[src/rtl/add_seq_ctrl.sv]
// Multi-nibble unsigned adder sequencer that time-shares one external 4-bit adder.
// The adder has no carry-in, so an incoming carry costs one extra increment pass.
module add_seq_ctrl #(
   parameter int NIBBLES = 4
) (
   input  logic                 clk,
   input  logic                 rst,
   input  logic                 start,
   input  logic [4*NIBBLES-1:0] op_a,
   input  logic [4*NIBBLES-1:0] op_b,
   output logic                 busy,
   output logic                 done,
   output logic [4*NIBBLES:0]   sum,
   output logic [3:0]           add_a,
   output logic [3:0]           add_b,
   input  logic [4:0]           add_c
);

   localparam int W  = 4 * NIBBLES;
   localparam int IW = (NIBBLES > 1) ? $clog2(NIBBLES) : 1;

   typedef enum logic [1:0] {
      IDLE,
      ADD,
      INC,
      DONE
   } state_t;

   state_t         r_state;
   state_t         w_nextState;
   logic [W-1:0]   r_opA;
   logic [W-1:0]   r_opB;
   logic [IW-1:0]  r_idx;
   logic           r_cy;
   logic [4:0]     r_p;
   logic [W:0]     r_sum;

   logic [3:0]     w_nibA;
   logic [3:0]     w_nibB;
   logic           w_last;
   logic           w_write;
   logic           w_newCy;

   assign w_nibA = r_opA[{r_idx, 2'b00} +: 4];
   assign w_nibB = r_opB[{r_idx, 2'b00} +: 4];
   assign w_last = (r_idx == IW'(NIBBLES - 1));

   // A nibble is committed on a carry-free ADD pass or on the INC pass.
   assign w_write = ((r_state == ADD) && !r_cy) || (r_state == INC);
   assign w_newCy = (r_state == INC) ? (r_p[4] | add_c[4]) : add_c[4];

   assign sum = r_sum;

   always_ff @(posedge clk) begin
      if (rst) begin
         r_state <= IDLE;
      end else begin
         r_state <= w_nextState;
      end
   end

   always_comb begin
      w_nextState = r_state;
      busy        = 1'b0;
      done        = 1'b0;
      add_a       = 4'd0;
      add_b       = 4'd0;
      case (r_state)
         IDLE: begin
            if (start) begin
               w_nextState = ADD;
            end
         end
         ADD: begin
            busy  = 1'b1;
            add_a = w_nibA;
            add_b = w_nibB;
            if (r_cy) begin
               w_nextState = INC;
            end else if (w_last) begin
               w_nextState = DONE;
            end
         end
         INC: begin
            busy  = 1'b1;
            add_a = r_p[3:0];
            add_b = 4'b0001;
            w_nextState = w_last ? DONE : ADD;
         end
         DONE: begin
            done        = 1'b1;
            w_nextState = IDLE;
         end
         default: begin
            w_nextState = IDLE;
         end
      endcase
   end

   // Operand latch, nibble walk and result assembly.
   always_ff @(posedge clk) begin
      if (rst) begin
         r_opA <= '0;
         r_opB <= '0;
         r_idx <= '0;
         r_cy  <= 1'b0;
         r_p   <= '0;
         r_sum <= '0;
      end else begin
         if ((r_state == IDLE) && start) begin
            r_opA <= op_a;
            r_opB <= op_b;
            r_idx <= '0;
            r_cy  <= 1'b0;
            r_sum <= '0;
         end
         if ((r_state == ADD) && r_cy) begin
            r_p <= add_c;
         end
         if (w_write) begin
            r_sum[{r_idx, 2'b00} +: 4] <= add_c[3:0];
            r_cy <= w_newCy;
            if (w_last) begin
               r_sum[W] <= w_newCy;
            end else begin
               r_idx <= r_idx + IW'(1);
            end
         end
      end
   end

endmodule
[config.mk]
export PLATFORM = sky130hd
export DESIGN_NAME = add_seq_ctrl
export DESIGN_NICKNAME = d
export VERILOG_FILES = /design/src/rtl/add_seq_ctrl.sv
export SDC_FILE = /design/constraint.sdc
export NUM_CORES = 1
export LEC_CHECK = 0
export CORE_UTILIZATION = 40
export DETAILED_ROUTE_END_ITERATION = 12
export GPL_TIMING_DRIVEN = 0
export PLACE_DENSITY_LB_ADDON = 0.1
export SLEW_MARGIN = 10
export SYNTH_ARGS = -nofsm -noshare
export SYNTH_HDL_FRONTEND = slang
export SYNTH_SLANG_ARGS = --single-unit
[constraint.sdc]
create_clock -name clk -period 2.2 [get_ports clk]
set_input_delay 0.33 -clock clk [delete_from_list [all_inputs] [get_ports clk]]
set_output_delay 0.33 -clock clk [all_outputs]
set_load 0.05 [all_outputs]
### Word-level counts from Yosys, hierarchy flattened

Cells that the tools add are included.

| cells by class | value |
|---|---|
| reductions and logical operators | 9 |
| mux-type cells | 20 |
| shift-type cells | 4 |
| $lt $le $gt $ge | 0 |
| divide/modulo/power cells | 0 |
| bitwise operators | 1 |
| add/sub/neg operators | 2 |
| equality and inequality tests | 6 |
| multipliers | 0 |

Operator list:

| kind | count |
|---|---|
| 17-bit 2-to-1 mux | 3 |
| 16-bit by 5-bit indexed part select with 4-bit output | 2 |
| 17-bit bitwise mux | 1 |
| 4-bit by 6-bit variable shift with 17-bit output (first input constant) | 1 |
| 4-bit by 6-bit indexed part select with 17-bit output | 1 |
| 4-bit case mux with 2 select lines | 2 |
| 2-bit 2-to-1 mux | 7 |
| 2-bit case mux with 4 select lines | 1 |
| 2-bit equality test (second input constant) | 3 |
| 1-bit 2-to-1 mux | 6 |
| 4-bit negation with 6-bit output | 1 |
| 1-bit logical AND | 3 |
| 3-bit inequality test (second input constant) | 1 |
| 2-bit by 1-bit adder with 2-bit output (second input constant) | 1 |
| 2-bit by 1-bit equality test with 1-bit output (second input constant) | 1 |
| 2-bit logical NOT | 1 |
| 2-bit inequality test (second input constant) | 1 |
| 2-bit AND reduction | 1 |
| 2-bit nonzero test | 1 |
| 2-bit OR reduction | 1 |
| 1-bit logical NOT | 1 |
| 1-bit logical OR | 1 |
| 1-bit OR | 1 |

| storage, ports and cells | value |
|---|---|
| memories | 0 |
| output and inout bits | 27 |
| input bits | 40 |
| bits in registers | 59 |
| bits in latches | 0 |
| word-level logic and storage cells | 49 |
| memory bits (read-only) | 0 |
| memory bits (writable) | 0 |

### Logic depth before layout (Yosys ltp)

Gate-level depths: netlist of the first run.

| depth | value |
|---|---|
| depth in word-level cells | 7 |
| gate-level depth with buffers | 8 |
| mapped depth without buffers | 6 |

### Worst setup path after synthesis of the first run

OpenSTA, ideal clock, no wires.

| path | value |
|---|---|
| kind | flip-flop to output port |
| start | register r_state[0] |
| end | output port add_a[0] |
| data required time | 1.870 ns |
| cell stages (with the launch flop) | 6 |
| arrival | 1.942 ns |
| buffers on the path | 1 |
| slack | -0.072 ns |
| path through | dfxtp_1 > inv_1 > ha_1 > and2_1 > clkbuf_1 > a32o_1 |

| on the way | value |
|---|---|
| cells in the longest elaborated chain, start to end | 2 |

Ends and longest elaborated chain:

| item | line | text |
|---|---|---|
| start, declared | 29 | `state_t r_state;` |
| start signal, assigned | 58 | `r_state <= w_nextState;` |
| 2-bit equality test or 2-bit by 1-bit equality test with 1-bit output (tied branches) | 68 | `case (r_state)` |
| 4-bit case mux with 2 select lines * | 68 |  |
| end, declared | 14 | `output logic [3:0] add_a,` |

Mark *: on every way between the ends. The rest lies on a longest branch, timed or not.

### Worst setup path after layout of the first run

| path | value |
|---|---|
| start | register r_idx[0] |
| end | output port add_a[2] |

| on the way | value |
|---|---|
| cells in the longest elaborated chain, start to end | 2 |

Ends and longest elaborated chain:

| item | line | text |
|---|---|---|
| start, declared | 33 | `logic [IW-1:0] r_idx;` |
| start signal, assigned | 126 | `r_idx <= r_idx + IW'(1);` |
| 16-bit by 5-bit indexed part select with 4-bit output | 44 | `assign w_nibA = r_opA[{r_idx, 2'b00} +: 4];` |
| 4-bit case mux with 2 select lines | 68 |  |

No other way between the ends.

==> flow_summary.html, run 1 <==
<table>
<tr><th>Metric</th><th>Value</th></tr>
<tr><th colspan="2">Run status</th></tr>
<tr><td>Outcome</td><td>finished clean</td></tr>
<tr><th colspan="2">Timing</th></tr>
<tr><td>Clock skew</td><td>0.00699 ns</td></tr>
<tr><td>Max-slew violation count</td><td>0</td></tr>
<tr><td>F_max</td><td>466 MHz</td></tr>
<tr><td>Least-Margin Pin Slew</td><td>0.627 ns</td></tr>
<tr><td>Final Hold Violating Endpoints</td><td>0</td></tr>
<tr><td>Worst slack on hold paths</td><td>0.452 ns</td></tr>
<tr><td>Headroom to the max-slew limit</td><td>58.2%</td></tr>
<tr><td>Final setup viols</td><td>0</td></tr>
<tr><td>Final period util</td><td>97.5%</td></tr>
<tr><td>Min cycle time layout</td><td>2.15 ns</td></tr>
<tr><th colspan="2">Setup path</th></tr>
<tr><td>CP Data Required Time</td><td>1.87 ns</td></tr>
<tr><td>R2R Path End</td><td>sum[16]</td></tr>
<tr><td>Depth of the worst register-to-register path</td><td>7</td></tr>
<tr><td>Largest delay share family, worst path</td><td>multiplexers</td></tr>
<tr><td>Classification of the worst setup path</td><td>register to primary output</td></tr>
<tr><td>Reg2Reg Setup Slack</td><td>0.13 ns</td></tr>
<tr><td>Type of origin of the critical path</td><td>register</td></tr>
<tr><td>Critical path, cell by cell</td><td>buf_8 -&gt; mux4_2 -&gt; a32o_2 -&gt; buf_2</td></tr>
<tr><td>Largest fanout on the critical path</td><td>10</td></tr>
<tr><td>Kind of end point of the critical path</td><td>primary output</td></tr>
<tr><td>Signal arrival time at the worst endpoint</td><td>1.82 ns</td></tr>
<tr><td>Max stage delay on crit path</td><td>0.51 ns</td></tr>
<tr><td>Crit Reg-Reg Startpoint</td><td>r_idx[1]</td></tr>
<tr><td>Buffers plus inverters on the worst setup path</td><td>2</td></tr>
<tr><td>Slowest cell on the critical path</td><td>sky130_fd_sc_hd__mux4_2</td></tr>
<tr><td>Crit path from</td><td>r_idx[0]</td></tr>
<tr><th colspan="2">Yosys</th></tr>
<tr><td>Most used standard cell by instance count after synthesis</td><td>sky130_fd_sc_hd__nand2_1</td></tr>
<tr><td>Most frequent cells after synthesis</td><td>sky130_fd_sc_hd__nand2_1, sky130_fd_sc_hd__dfxtp_1, sky130_fd_sc_hd__a21oi_1</td></tr>
<tr><td>Flip-flop and latch count after synthesis</td><td>59</td></tr>
<tr><td>Count of cell types in the netlist</td><td>32</td></tr>
<tr><td>Gate Count Post-Synth</td><td>297</td></tr>
<tr><td>Main synth FF type</td><td>sky130_fd_sc_hd__dfxtp_1</td></tr>
<tr><td>Top cells by area in the synthesized netlist</td><td>sky130_fd_sc_hd__dfxtp_1, sky130_fd_sc_hd__nand2_1, sky130_fd_sc_hd__a21oi_1, sky130_fd_sc_hd__mux4_2, sky130_fd_sc_hd__ha_1</td></tr>
<tr><td>Synthesis Warnings</td><td>0</td></tr>
<tr><td>Area fraction of the dominant cell type after synthesis</td><td>44.7%</td></tr>
<tr><td>Cell area after synthesis</td><td>2640 um^2</td></tr>
<tr><td>Post-synth top area cell</td><td>sky130_fd_sc_hd__dfxtp_1</td></tr>
<tr><td>Part of the Yosys area used for sequential elements</td><td>44.7%</td></tr>
<tr><td>Async SR Flop Fraction</td><td>0%</td></tr>
<tr><td>Number of nets produced by synthesis</td><td>348</td></tr>
<tr><td>EDFF count, synth</td><td>0</td></tr>
<tr><td>Post-Syn Area per Cell</td><td>8.89 um^2</td></tr>
<tr><th colspan="2">CTS</th></tr>
<tr><td>Later-pin clock latency in the skew report</td><td>0.34 ns</td></tr>
<tr><td>Cell at the root of the clock tree</td><td>sky130_fd_sc_hd__clkbuf_8</td></tr>
<tr><td>H-tree lvl count</td><td>3</td></tr>
<tr><td>Hold Buf Count CTS</td><td>0</td></tr>
<tr><td>Clock Pin Slew Worst Setup and Hold Paths</td><td>0.07 ns</td></tr>
<tr><td>Number of buffers created by CTS</td><td>9</td></tr>
<tr><td>Num Clock Sinks</td><td>59</td></tr>
<tr><td>Clock tree from TritonCTS</td><td>built</td></tr>
<tr><td>Max Root-Sink Buffers</td><td>2</td></tr>
<tr><th colspan="2">Die</th></tr>
<tr><td>Effective utilization at floorplan</td><td>41.6%</td></tr>
<tr><td>Die span in y</td><td>83.3 um</td></tr>
<tr><td>Floorplan die area</td><td>6930 um^2</td></tr>
<tr><td>IO Pins</td><td>67</td></tr>
<tr><td>Area inside the core boundary</td><td>6350 um^2</td></tr>
<tr><td>Die Span X</td><td>83.3 um</td></tr>
<tr><td>Row count</td><td>29</td></tr>
<tr><th colspan="2">Power and ir drop</th></tr>
<tr><td>Power density over the cells</td><td>1090 nW/um^2</td></tr>
<tr><td>Clock network fraction of design power</td><td>24.4%</td></tr>
<tr><td>Max IR drop VDD</td><td>0.439 mV</td></tr>
<tr><td>Combinational fraction of design power</td><td>41.5%</td></tr>
<tr><td>Power share of the sequential group</td><td>34.1%</td></tr>
<tr><td>Switching power of the nets</td><td>1520 uW</td></tr>
<tr><td>Leakage power</td><td>0.00132 uW</td></tr>
<tr><td>Power Internal</td><td>2420 uW</td></tr>
<tr><td>Switch share</td><td>38.6%</td></tr>
<tr><th colspan="2">Drt</th></tr>
<tr><td>Count of vias placed by the detailed router</td><td>2389</td></tr>
<tr><td>Via/cell ratio</td><td>5.24</td></tr>
<tr><td>DRC violation total after the first TritonRoute iteration</td><td>111</td></tr>
<tr><td>Wire length after detailed routing</td><td>6810 um</td></tr>
<tr><td>Per-cell routed wire length</td><td>14.9 um</td></tr>
<tr><td>Remaining number of nets flagged by the antenna check after routing</td><td>0</td></tr>
<tr><td>Residual DRC count</td><td>0</td></tr>
<tr><td>First-pass iteration count of the detailed router</td><td>4</td></tr>
<tr><th colspan="2">Placement</th></tr>
<tr><td>GP Congestion</td><td>0.814</td></tr>
<tr><td>DP Area</td><td>3400 um^2</td></tr>
<tr><td>Port Buf Inserts</td><td>65</td></tr>
<tr><td>HPWL reported at the end of detailed placement</td><td>4800 um</td></tr>
<tr><th colspan="2">Flow run</th></tr>
<tr><td>Max capacitance violation total</td><td>0</td></tr>
<tr><th colspan="2">Global route</th></tr>
<tr><td>Initial antenna violation count</td><td>0</td></tr>
<tr><td>Vias in the first global route</td><td>2343</td></tr>
<tr><td>GR Overflow Total</td><td>0</td></tr>
<tr><td>Global router's overall resource usage</td><td>21.1%</td></tr>
<tr><td>Global-route wire length before repair</td><td>11300 um</td></tr>
<tr><td>Pin count of the biggest net entering global routing</td><td>11</td></tr>
<tr><th colspan="2">Layout</th></tr>
<tr><td>Fillers</td><td>595</td></tr>
<tr><td>Final instance area</td><td>3600 um^2</td></tr>
<tr><td>Net total in the final layout</td><td>425</td></tr>
<tr><td>Utilization after layout</td><td>56.7%</td></tr>
<tr><td>Antenna Cells</td><td>0</td></tr>
<tr><td>Layout cell share with drive strength beyond 1</td><td>13.2%</td></tr>
<tr><td>Synth-to-Final Area Change</td><td>36.4%</td></tr>
<tr><th colspan="2">Min path</th></tr>
<tr><td>Hold crit path type</td><td>register to register</td></tr>
<tr><td>Critical hold path startpoint</td><td>r_opB[15]</td></tr>
<tr><td>Min-Delay Path Depth</td><td>2</td></tr>
<tr><td>Hold Crit Endpoint</td><td>r_opB[15]</td></tr>
</table>
-- per-layer routing --
metal  global-route usage (%)  up-vias  routed length [um]  part of all wire (%)
met5                        0        -                   0                     0
met4                     8.78        0                  68                   1.0
met3                     5.27        7                 386                   5.7
met2                     35.3       69                3340                    49
met1                     25.9     1113                3020                    44
li1                         -     1200                   -                     -
-- worst min-delay path: stages, from the launching register on --
cell and delay, ns:
sky130_fd_sc_hd__dfxtp_1 0.30, sky130_fd_sc_hd__nand2_1 0.05, sky130_fd_sc_hd__a21oi_1 0.05
-- state kept, by name, summed over array words and instances, names as in the netlist --
register	flops
r_opA	16
r_state	2
r_p	5
r_opB	16
sum	17
r_cy	1
r_idx	2
-- cell type report --
class	count	area, um^2	share of cell area, %
Tap cell	77	96.3	2.67
Sequential cell	59	1190	32.9
Multi-Input combinational cell	213	1380	38.2
Inverter	5	18.8	0.521
Clock inverter	2	35.0	0.972
Clock buffer	14	153	4.24
Timing Repair Buffer	67	639	17.7
Buffer	19	100	2.78
-- power groups by stage --
stage	Clock [uW]	Sequential [uW]	Combinational, uW
2_1_floorplan	0	1410	1070
3_3_place_gp	0	1370	1530
3_5_place_dp	0	1380	1550
4_1_cts	987	1340	1610
5_1_grt	1040	1360	1800
6_report	963	1340	1640
-- worst max path at each step --
stage | cells past startpoint | slack, ns | endpoint
after floorplan | 5 | 0.09 | add_b[0]
after global placement | 6 | -0.49 | add_b[0]
after detailed placement | 6 | -0.51 | add_b[0]
after CTS | 5 | 0.002 | add_a[1]
after global routing | 5 | -0.008 | add_a[1]
final | 4 | 0.05 | add_a[2]
-- repair_timing --
item | in CTS | in global routing
resized for setup | 56 | 4
setup endpoints to repair | 26 | 17
buffers inserted | 2 | 0
pin swaps | 0 | 0
-- through the flow --
| stage | TNS (ns) | std cells | setup WS, ns | total power [uW] |
|---|---|---|---|---|
| detailed placement | -5.91 | 439 | -0.507 | 2920 |
| global placement | -5.35 | 439 | -0.490 | 2900 |
| finish | 0 | 456 | 0.0541 | 3940 |
| CTS | 0 | 456 | 0.00164 | 3930 |
| floorplan | 0 | 297 | 0.0886 | 2480 |
| global route | -0.0148 | 456 | -0.00818 | 4200 |
-- logic make-up after synthesis --
kind of cell | Yosys count | synth area share, %
and+or+nand+nor | 119 | 20.9
DFF | 59 | 44.7
buffers and inverters | 25 | 4.31
adders and majority gates | 11 | 5.21
AOI/OAI and AO/OA | 75 | 18.0
muxes | 8 | 6.82
-- placed cells by master (no fill, tap or decap), types with 2 or more instances in the layout --
| master | count |
|---|---|
| sky130_fd_sc_hd__o211ai_1 | 3 |
| sky130_fd_sc_hd__nand2_1 | 74 |
| sky130_fd_sc_hd__buf_2 | 3 |
| sky130_fd_sc_hd__nand4_1 | 7 |
| sky130_fd_sc_hd__a32o_2 | 4 |
| sky130_fd_sc_hd__clkbuf_1 | 17 |
| sky130_fd_sc_hd__clkdlybuf4s50_1 | 56 |
| sky130_fd_sc_hd__a22o_1 | 9 |
| sky130_fd_sc_hd__buf_4 | 10 |
| sky130_fd_sc_hd__and2_1 | 4 |
| sky130_fd_sc_hd__o21ai_0 | 2 |
| sky130_fd_sc_hd__ha_1 | 9 |
| sky130_fd_sc_hd__nor2_1 | 5 |
| sky130_fd_sc_hd__inv_1 | 5 |
| sky130_fd_sc_hd__nand3_1 | 16 |
| sky130_fd_sc_hd__a21oi_1 | 52 |
| sky130_fd_sc_hd__and4_1 | 2 |
| sky130_fd_sc_hd__dfxtp_1 | 57 |
| sky130_fd_sc_hd__clkbuf_8 | 10 |
| sky130_fd_sc_hd__mux4_2 | 8 |
| sky130_fd_sc_hd__nor3_1 | 2 |
| sky130_fd_sc_hd__a211oi_4 | 2 |
No activity file was read; power rests on OpenSTA's default activity.
==> run 2: changes to the inputs <==
--- a/config.mk
+++ b/config.mk
@@ -13,3 +13,4 @@
 export SYNTH_ARGS = -nofsm -noshare
 export SYNTH_HDL_FRONTEND = slang
 export SYNTH_SLANG_ARGS = --single-unit
+export TNS_END_PERCENT = 10
==> run 2 against run 1 <==
  * Flip-flop and latch count is the same
  * Hold slack gained 0.00050 ns
  * Core utilization grew 0.24 points
  * Sequential power is essentially flat
  * Sequential share of layout area shrank 0.14 points
  * Die area is the same
  * Setup slack lost 0.019 ns
  * Clock power grew 4%
  * Clock-buffer cell count shrank 1
  * Design area grew 0.42%
  * Via count grew 0.92%
  * Maximum frequency shrank 0.87%
==> flow_summary.html, run 2 (synthesis results as in run 1) <==
<table>
<tr><th>Metric</th><th>Value</th></tr>
<tr><th colspan="2">Run status</th></tr>
<tr><td>Outcome</td><td>finished clean</td></tr>
<tr><th colspan="2">Timing</th></tr>
<tr><td>Headroom to the max-slew limit</td><td>59.6%</td></tr>
<tr><td>Setup TNS Final</td><td>0 ns</td></tr>
<tr><td>Min cycle time layout</td><td>2.16 ns</td></tr>
<tr><td>Final Hold Violating Endpoints</td><td>0</td></tr>
<tr><td>Final setup viols</td><td>0</td></tr>
<tr><td>Clock skew</td><td>0.00818 ns</td></tr>
<tr><td>F_max</td><td>462 MHz</td></tr>
<tr><td>Unrepaired setup endpoints after global routing</td><td>true</td></tr>
<tr><td>Final period util</td><td>98.4%</td></tr>
<tr><td>Max-slew violation count</td><td>0</td></tr>
<tr><td>Least-Margin Pin Slew</td><td>0.607 ns</td></tr>
<tr><th colspan="2">CTS</th></tr>
<tr><td>Hold Buf Count CTS</td><td>0</td></tr>
<tr><td>Cell at the root of the clock tree</td><td>sky130_fd_sc_hd__clkbuf_8</td></tr>
<tr><td>Num Clock Sinks</td><td>59</td></tr>
<tr><td>Clock Pin Slew Worst Setup and Hold Paths</td><td>0.06 ns</td></tr>
<tr><td>Later-pin clock latency in the skew report</td><td>0.35 ns</td></tr>
<tr><td>H-tree lvl count</td><td>3</td></tr>
<tr><td>Number of buffers created by CTS</td><td>9</td></tr>
<tr><td>Max Root-Sink Buffers</td><td>2</td></tr>
<tr><td>Clock tree from TritonCTS</td><td>built</td></tr>
<tr><th colspan="2">Power and ir drop</th></tr>
<tr><td>Power Internal</td><td>2450 uW</td></tr>
<tr><td>Max IR drop VDD</td><td>0.796 mV</td></tr>
<tr><td>Power share of the sequential group</td><td>34.3%</td></tr>
<tr><td>Leakage power</td><td>0.00131 uW</td></tr>
<tr><td>Switch share</td><td>38.7%</td></tr>
<tr><td>Power density over the cells</td><td>1100 nW/um^2</td></tr>
<tr><td>Switching power of the nets</td><td>1540 uW</td></tr>
<tr><td>Clock network fraction of design power</td><td>25.1%</td></tr>
<tr><td>Combinational fraction of design power</td><td>40.6%</td></tr>
<tr><th colspan="2">Layout</th></tr>
<tr><td>Layout cell share with drive strength beyond 1</td><td>12.8%</td></tr>
<tr><td>Synth-to-Final Area Change</td><td>37.0%</td></tr>
<tr><td>Final instance area</td><td>3620 um^2</td></tr>
<tr><td>Most common cell after layout, fill and taps aside</td><td>sky130_fd_sc_hd__nand2_1</td></tr>
<tr><td>Net total in the final layout</td><td>423</td></tr>
<tr><td>Filler-free cell count of the finished design</td><td>453</td></tr>
<tr><td>Max reg flops</td><td>17</td></tr>
<tr><td>Most used cells in the layout excluding fill and tap cells</td><td>sky130_fd_sc_hd__nand2_1, sky130_fd_sc_hd__dfxtp_1, sky130_fd_sc_hd__clkdlybuf4s50_1</td></tr>
<tr><td>Antenna Cells</td><td>0</td></tr>
<tr><th colspan="2">Setup path</th></tr>
<tr><td>Signal arrival time at the worst endpoint</td><td>1.83 ns</td></tr>
<tr><td>End point of the critical path</td><td>add_a[2]</td></tr>
<tr><td>Reg2Reg Setup Slack</td><td>0.10 ns</td></tr>
<tr><td>Kind of end point of the critical path</td><td>primary output</td></tr>
<tr><td>Largest fanout on the critical path</td><td>10</td></tr>
<tr><td>Depth of the worst register-to-register path</td><td>7</td></tr>
<tr><td>Crit Reg-Reg Startpoint</td><td>r_idx[0]</td></tr>
<tr><td>Crit path from</td><td>r_idx[0]</td></tr>
<tr><td>R2R Path End</td><td>sum[16]</td></tr>
<tr><td>CP Data Required Time</td><td>1.87 ns</td></tr>
<tr><td>Classification of the worst setup path</td><td>register to primary output</td></tr>
<tr><td>Type of origin of the critical path</td><td>register</td></tr>
<tr><th colspan="2">Placement</th></tr>
<tr><td>GP Congestion</td><td>0.849</td></tr>
<tr><td>Port Buf Inserts</td><td>65</td></tr>
<tr><td>Post-placement cell count</td><td>439</td></tr>
<tr><td>DP Area</td><td>3390 um^2</td></tr>
<tr><td>HPWL reported at the end of detailed placement</td><td>4790 um</td></tr>
<tr><th colspan="2">Global route</th></tr>
<tr><td>Pin count of the biggest net entering global routing</td><td>11</td></tr>
<tr><td>GR Overflow Total</td><td>0</td></tr>
<tr><td>Vias in the first global route</td><td>2234</td></tr>
<tr><td>Initial antenna violation count</td><td>0</td></tr>
<tr><td>Global-route wire length before repair</td><td>11000 um</td></tr>
<tr><td>Global router's overall resource usage</td><td>20.5%</td></tr>
<tr><th colspan="2">Die</th></tr>
<tr><td>Die Span X</td><td>83.3 um</td></tr>
<tr><td>Row count</td><td>29</td></tr>
<tr><td>Area inside the core boundary</td><td>6350 um^2</td></tr>
<tr><td>Effective utilization at floorplan</td><td>41.6%</td></tr>
<tr><td>IO Pins</td><td>67</td></tr>
<tr><td>Die span in y</td><td>83.3 um</td></tr>
<tr><td>Floorplan die area</td><td>6930 um^2</td></tr>
<tr><th colspan="2">Flow run</th></tr>
<tr><td>Max capacitance violation total</td><td>0</td></tr>
<tr><th colspan="2">Drt</th></tr>
<tr><td>First-pass iteration count of the detailed router</td><td>4</td></tr>
<tr><td>Via/cell ratio</td><td>5.32</td></tr>
<tr><td>Count of vias placed by the detailed router</td><td>2411</td></tr>
<tr><td>Per-cell routed wire length</td><td>15.1 um</td></tr>
<tr><td>Residual DRC count</td><td>0</td></tr>
<tr><td>Wire length after detailed routing</td><td>6860 um</td></tr>
<tr><td>Remaining number of nets flagged by the antenna check after routing</td><td>0</td></tr>
<tr><td>DRC violation total after the first TritonRoute iteration</td><td>122</td></tr>
<tr><th colspan="2">Min path</th></tr>
<tr><td>Hold crit path type</td><td>register to register</td></tr>
</table>
==> run 2: changes by cell type in the layout (fill, tap and decap cells not counted), sizes merged <==
cell / delta
buf: -3
==> run 2: cell type report <==
cell class                      instances  area, um^2
Clock inverter                          2        35.0
Fill cell                             622        2730
Buffer                                 19         108
Clock buffer                           13         159
Inverter                                5        18.8
Multi-Input combinational cell        213        1380
Timing Repair Buffer                   65         641
Sequential cell                        59        1190
Tap cell                               77        96.3
==> run 2: routing by layer <==
layer / vias up / track usage [%] / share of wire, %
li1: 1207 / - / -
met4: 0 / 10.2 / 1.3
met5: - / 0 / 0
met2: 61 / 32.3 / 47
met3: 7 / 3.58 / 5.3
met1: 1136 / 27.0 / 46
==> run 2: worst min-delay path by stage <==
| stage | from | end | slack [ns] | cells past startpoint |
|---|---|---|---|---|
| after detailed placement | r_opA[9] | r_opA[9] | 0.44 | 2 |
| final | r_opA[9] | r_opA[9] | 0.45 | 2 |
| after global routing | r_opB[15] | r_opB[15] | 0.47 | 2 |
| after CTS | r_opA[9] | r_opA[9] | 0.45 | 2 |
| after floorplan | r_opA[10] | r_opA[10] | 0.43 | 2 |
| after global placement | r_opA[9] | r_opA[9] | 0.44 | 2 |
==> run 2: power groups by stage <==
stage	logic (uW)	registers, uW	clock network [uW]
6_report	1620	1370	1000
2_1_floorplan	1060	1410	0
5_1_grt	1760	1390	1070
3_5_place_dp	1550	1380	0
3_3_place_gp	1540	1370	0
4_1_cts	1610	1370	1010
==> run 2: repair_timing <==
item / in CTS / in global routing
endpoints found under the setup margin: 26 / 14
buffers inserted: 0 / 0
gates resized for setup: 63 / 7
pin swaps: 0 / 1
==> run 2: per-stage QoR <==
stage	utilization [%]	total power, uW	worst slack (ns)	hold WS (ns)
after CTS	56.7	3990	0.00651	0.451
after global routing	57.0	4220	-0.00738	0.471
final	57.0	3990	0.0351	0.453
after global placement	53.4	2910	-0.627	0.441
after detailed placement	53.4	2930	-0.654	0.443
after floorplan	-	2470	-0.0707	0.433
==> run 2: critical path, cell delays in order, from the launching register on <==
cell and delay, ns:
sky130_fd_sc_hd__dfxtp_4 0.43, sky130_fd_sc_hd__buf_12 0.17, sky130_fd_sc_hd__mux4_2 0.49, sky130_fd_sc_hd__a32o_2 0.25, sky130_fd_sc_hd__buf_6 0.15
==> run 3: changes to the inputs <==
--- a/config.mk
+++ b/config.mk
@@ -5,7 +5,8 @@
 export SDC_FILE = /design/constraint.sdc
 export NUM_CORES = 1
 export LEC_CHECK = 0
-export CORE_UTILIZATION = 40
+export CORE_MARGIN = 2
+export CORE_UTILIZATION = 25
 export DETAILED_ROUTE_END_ITERATION = 12
 export GPL_TIMING_DRIVEN = 0
 export PLACE_DENSITY_LB_ADDON = 0.1
==> run 3 against run 2 <==
  * Clock power decreased by 11%
  * Core utilization shrank 21 points
  * Hold slack is essentially flat
  * Register-to-register slack is essentially flat
  * Largest cell class unchanged
  * Highest routed layer unchanged
==> flow_summary.html, run 3 (synthesis results as in run 1) <==
<table>
<tr><th>Metric</th><th>Value</th></tr>
<tr><th colspan="2">Run status</th></tr>
<tr><td>Outcome</td><td>finished clean</td></tr>
<tr><th colspan="2">Setup path</th></tr>
<tr><td>CP Data Required Time</td><td>1.87 ns</td></tr>
<tr><td>Most common cell on crit path</td><td>sky130_fd_sc_hd__buf_4</td></tr>
<tr><td>Signal arrival time at the worst endpoint</td><td>1.81 ns</td></tr>
<tr><td>Type of origin of the critical path</td><td>register</td></tr>
<tr><td>Classification of the worst setup path</td><td>register to primary output</td></tr>
<tr><td>Largest fanout on the critical path</td><td>10</td></tr>
<tr><td>Slowest cell on the critical path</td><td>sky130_fd_sc_hd__dfxtp_1</td></tr>
<tr><td>Max stage delay on crit path</td><td>0.45 ns</td></tr>
<tr><td>Critical path, cell by cell</td><td>buf_4 -&gt; mux4_2 -&gt; a32o_1 -&gt; buf_4</td></tr>
<tr><td>Reg2Reg Setup Slack</td><td>0.10 ns</td></tr>
<tr><td>Kind of end point of the critical path</td><td>primary output</td></tr>
<tr><th colspan="2">Drt</th></tr>
<tr><td>Per-cell routed wire length</td><td>15.0 um</td></tr>
<tr><td>Count of vias placed by the detailed router</td><td>2378</td></tr>
<tr><td>First-pass iteration count of the detailed router</td><td>4</td></tr>
<tr><td>DRC violation total after the first TritonRoute iteration</td><td>78</td></tr>
<tr><td>Via/cell ratio</td><td>4.62</td></tr>
<tr><td>Remaining number of nets flagged by the antenna check after routing</td><td>0</td></tr>
<tr><td>Residual DRC count</td><td>0</td></tr>
<tr><td>Wire length after detailed routing</td><td>7730 um</td></tr>
<tr><th colspan="2">Power and ir drop</th></tr>
<tr><td>Combinational fraction of design power</td><td>43.4%</td></tr>
<tr><td>Power Internal</td><td>2380 uW</td></tr>
<tr><td>Power density over the cells</td><td>1070 nW/um^2</td></tr>
<tr><td>Clock network fraction of design power</td><td>22.4%</td></tr>
<tr><td>Max IR drop VDD</td><td>0.466 mV</td></tr>
<tr><td>Switching power of the nets</td><td>1580 uW</td></tr>
<tr><td>Switch share</td><td>39.8%</td></tr>
<tr><td>Leakage power</td><td>0.00130 uW</td></tr>
<tr><td>Power share of the sequential group</td><td>34.2%</td></tr>
<tr><th colspan="2">CTS</th></tr>
<tr><td>Hold Buf Count CTS</td><td>0</td></tr>
<tr><td>Max Root-Sink Buffers</td><td>2</td></tr>
<tr><td>Cell at the root of the clock tree</td><td>sky130_fd_sc_hd__clkbuf_8</td></tr>
<tr><td>Clock Pin Slew Worst Setup and Hold Paths</td><td>0.07 ns</td></tr>
<tr><td>Num Clock Sinks</td><td>59</td></tr>
<tr><td>Later-pin clock latency in the skew report</td><td>0.34 ns</td></tr>
<tr><td>Number of buffers created by CTS</td><td>9</td></tr>
<tr><td>H-tree lvl count</td><td>3</td></tr>
<tr><td>Clock tree from TritonCTS</td><td>built</td></tr>
<tr><th colspan="2">Timing</th></tr>
<tr><td>Min cycle time layout</td><td>2.14 ns</td></tr>
<tr><td>Final period util</td><td>97.4%</td></tr>
<tr><td>Final Hold Violating Endpoints</td><td>0</td></tr>
<tr><td>Headroom to the max-slew limit</td><td>56.9%</td></tr>
<tr><td>Max-slew violation count</td><td>0</td></tr>
<tr><td>Clock skew</td><td>0.00620 ns</td></tr>
<tr><td>F_max</td><td>467 MHz</td></tr>
<tr><td>Least-Margin Pin Slew</td><td>0.646 ns</td></tr>
<tr><td>Setup TNS Final</td><td>0 ns</td></tr>
<tr><td>Final setup viols</td><td>0</td></tr>
<tr><th colspan="2">Global route</th></tr>
<tr><td>Pin count of the biggest net entering global routing</td><td>11</td></tr>
<tr><td>Initial antenna violation count</td><td>0</td></tr>
<tr><td>Global-route wire length before repair</td><td>12600 um</td></tr>
<tr><td>GR Overflow Total</td><td>0</td></tr>
<tr><td>Global router's overall resource usage</td><td>14.3%</td></tr>
<tr><td>Vias in the first global route</td><td>2416</td></tr>
<tr><th colspan="2">Placement</th></tr>
<tr><td>GP Congestion</td><td>0.786</td></tr>
<tr><td>Port Buf Inserts</td><td>65</td></tr>
<tr><td>DP Area</td><td>3460 um^2</td></tr>
<tr><td>HPWL reported at the end of detailed placement</td><td>5540 um</td></tr>
<tr><th colspan="2">Layout</th></tr>
<tr><td>Layout cell share with drive strength beyond 1</td><td>13.5%</td></tr>
<tr><td>Antenna Cells</td><td>0</td></tr>
<tr><td>Net total in the final layout</td><td>425</td></tr>
<tr><td>Most used cells in the layout excluding fill and tap cells</td><td>sky130_fd_sc_hd__nand2_1, sky130_fd_sc_hd__clkdlybuf4s50_1, sky130_fd_sc_hd__dfxtp_1</td></tr>
<tr><td>Most common cell after layout, fill and taps aside</td><td>sky130_fd_sc_hd__nand2_1</td></tr>
<tr><td>Fillers</td><td>1138</td></tr>
<tr><td>Max reg flops</td><td>17</td></tr>
<tr><td>Synth-to-Final Area Change</td><td>39.9%</td></tr>
<tr><td>Final instance area</td><td>3700 um^2</td></tr>
<tr><th colspan="2">Die</th></tr>
<tr><td>Area inside the core boundary</td><td>10300 um^2</td></tr>
<tr><td>Floorplan die area</td><td>11400 um^2</td></tr>
<tr><td>Effective utilization at floorplan</td><td>25.7%</td></tr>
<tr><td>IO Pins</td><td>67</td></tr>
<tr><td>Die Span X</td><td>107 um</td></tr>
<tr><td>Row count</td><td>37</td></tr>
<tr><td>Die span in y</td><td>107 um</td></tr>
<tr><th colspan="2">Min path</th></tr>
<tr><td>Hold crit path type</td><td>register to register</td></tr>
<tr><th colspan="2">Flow run</th></tr>
<tr><td>Max capacitance violation total</td><td>0</td></tr>
</table>
[run 3: critical path, delay by kind of cell (launching register included)]
family                 cells  cell delay, ns
multiplexers               1            0.32
AO/OA/AOI/OAI              1            0.24
flip-flops                 1            0.45
buffers and inverters      2            0.46
[run 3: power groups by stage]
stage,Clock [uW],Sequential (uW),Combinational (uW)
after floorplan,0,1410,1060
after global placement,0,1380,1590
after detailed placement,0,1380,1580
after CTS,921,1370,1640
after global routing,969,1380,1870
final,886,1350,1720
[run 3: timing repair]
action / 4_1_cts / 5_1_grt
pin swaps: 1 / 0
resized for setup: 62 / 7
buffers inserted: 0 / 2
setup endpoints to repair: 26 / 17
[run 3: layer usage]
layer  up-vias  track usage, %  wire, um
li1       1206               -         -
met1      1109            19.0      3730
met2        55            22.7      3580
met3         8            4.26       310
met4         0            4.08       113
met5         -               0         0
[run 3: final timing paths]
kind / startpoint / end / depth (start not counted)
max reg2reg: r_idx[1] / sum[16] / 7
min reg2reg: r_opA[1] / r_opA[1] / 2
max: r_idx[1] / add_a[1] / 4
min: r_opA[1] / r_opA[1] / 2
[run 3: per-stage QoR]
| stage | hold WS [ns] | std cells | util [%] | setup WS (ns) | power [uW] |
|---|---|---|---|---|---|
| after global placement | 0.441 | 498 | 33.7 | -0.593 | 2960 |
| after CTS | 0.456 | 513 | 35.5 | -0.0140 | 3930 |
| after floorplan | 0.433 | 297 | - | -0.0707 | 2470 |
| after global routing | 0.473 | 515 | 36.0 | -0.000139 | 4220 |
| after detailed placement | 0.447 | 498 | 33.7 | -0.641 | 2970 |
| final | 0.453 | 515 | 36.0 | 0.0577 | 3960 |
[run 3: final cells by class]
type                    instances  area (um^2)  share of cell area [%]
plain buffers                  19          108                    2.91
clock buffers                  14          163                    4.40
clock inverters                 2         10.0                   0.271
inverters                       5         18.8                   0.508
multi-input cells             213         1380                    37.2
flip-flops and latches         59         1190                    32.1
well taps                     136          170                    4.60
repair buffers                 67          663                    17.9
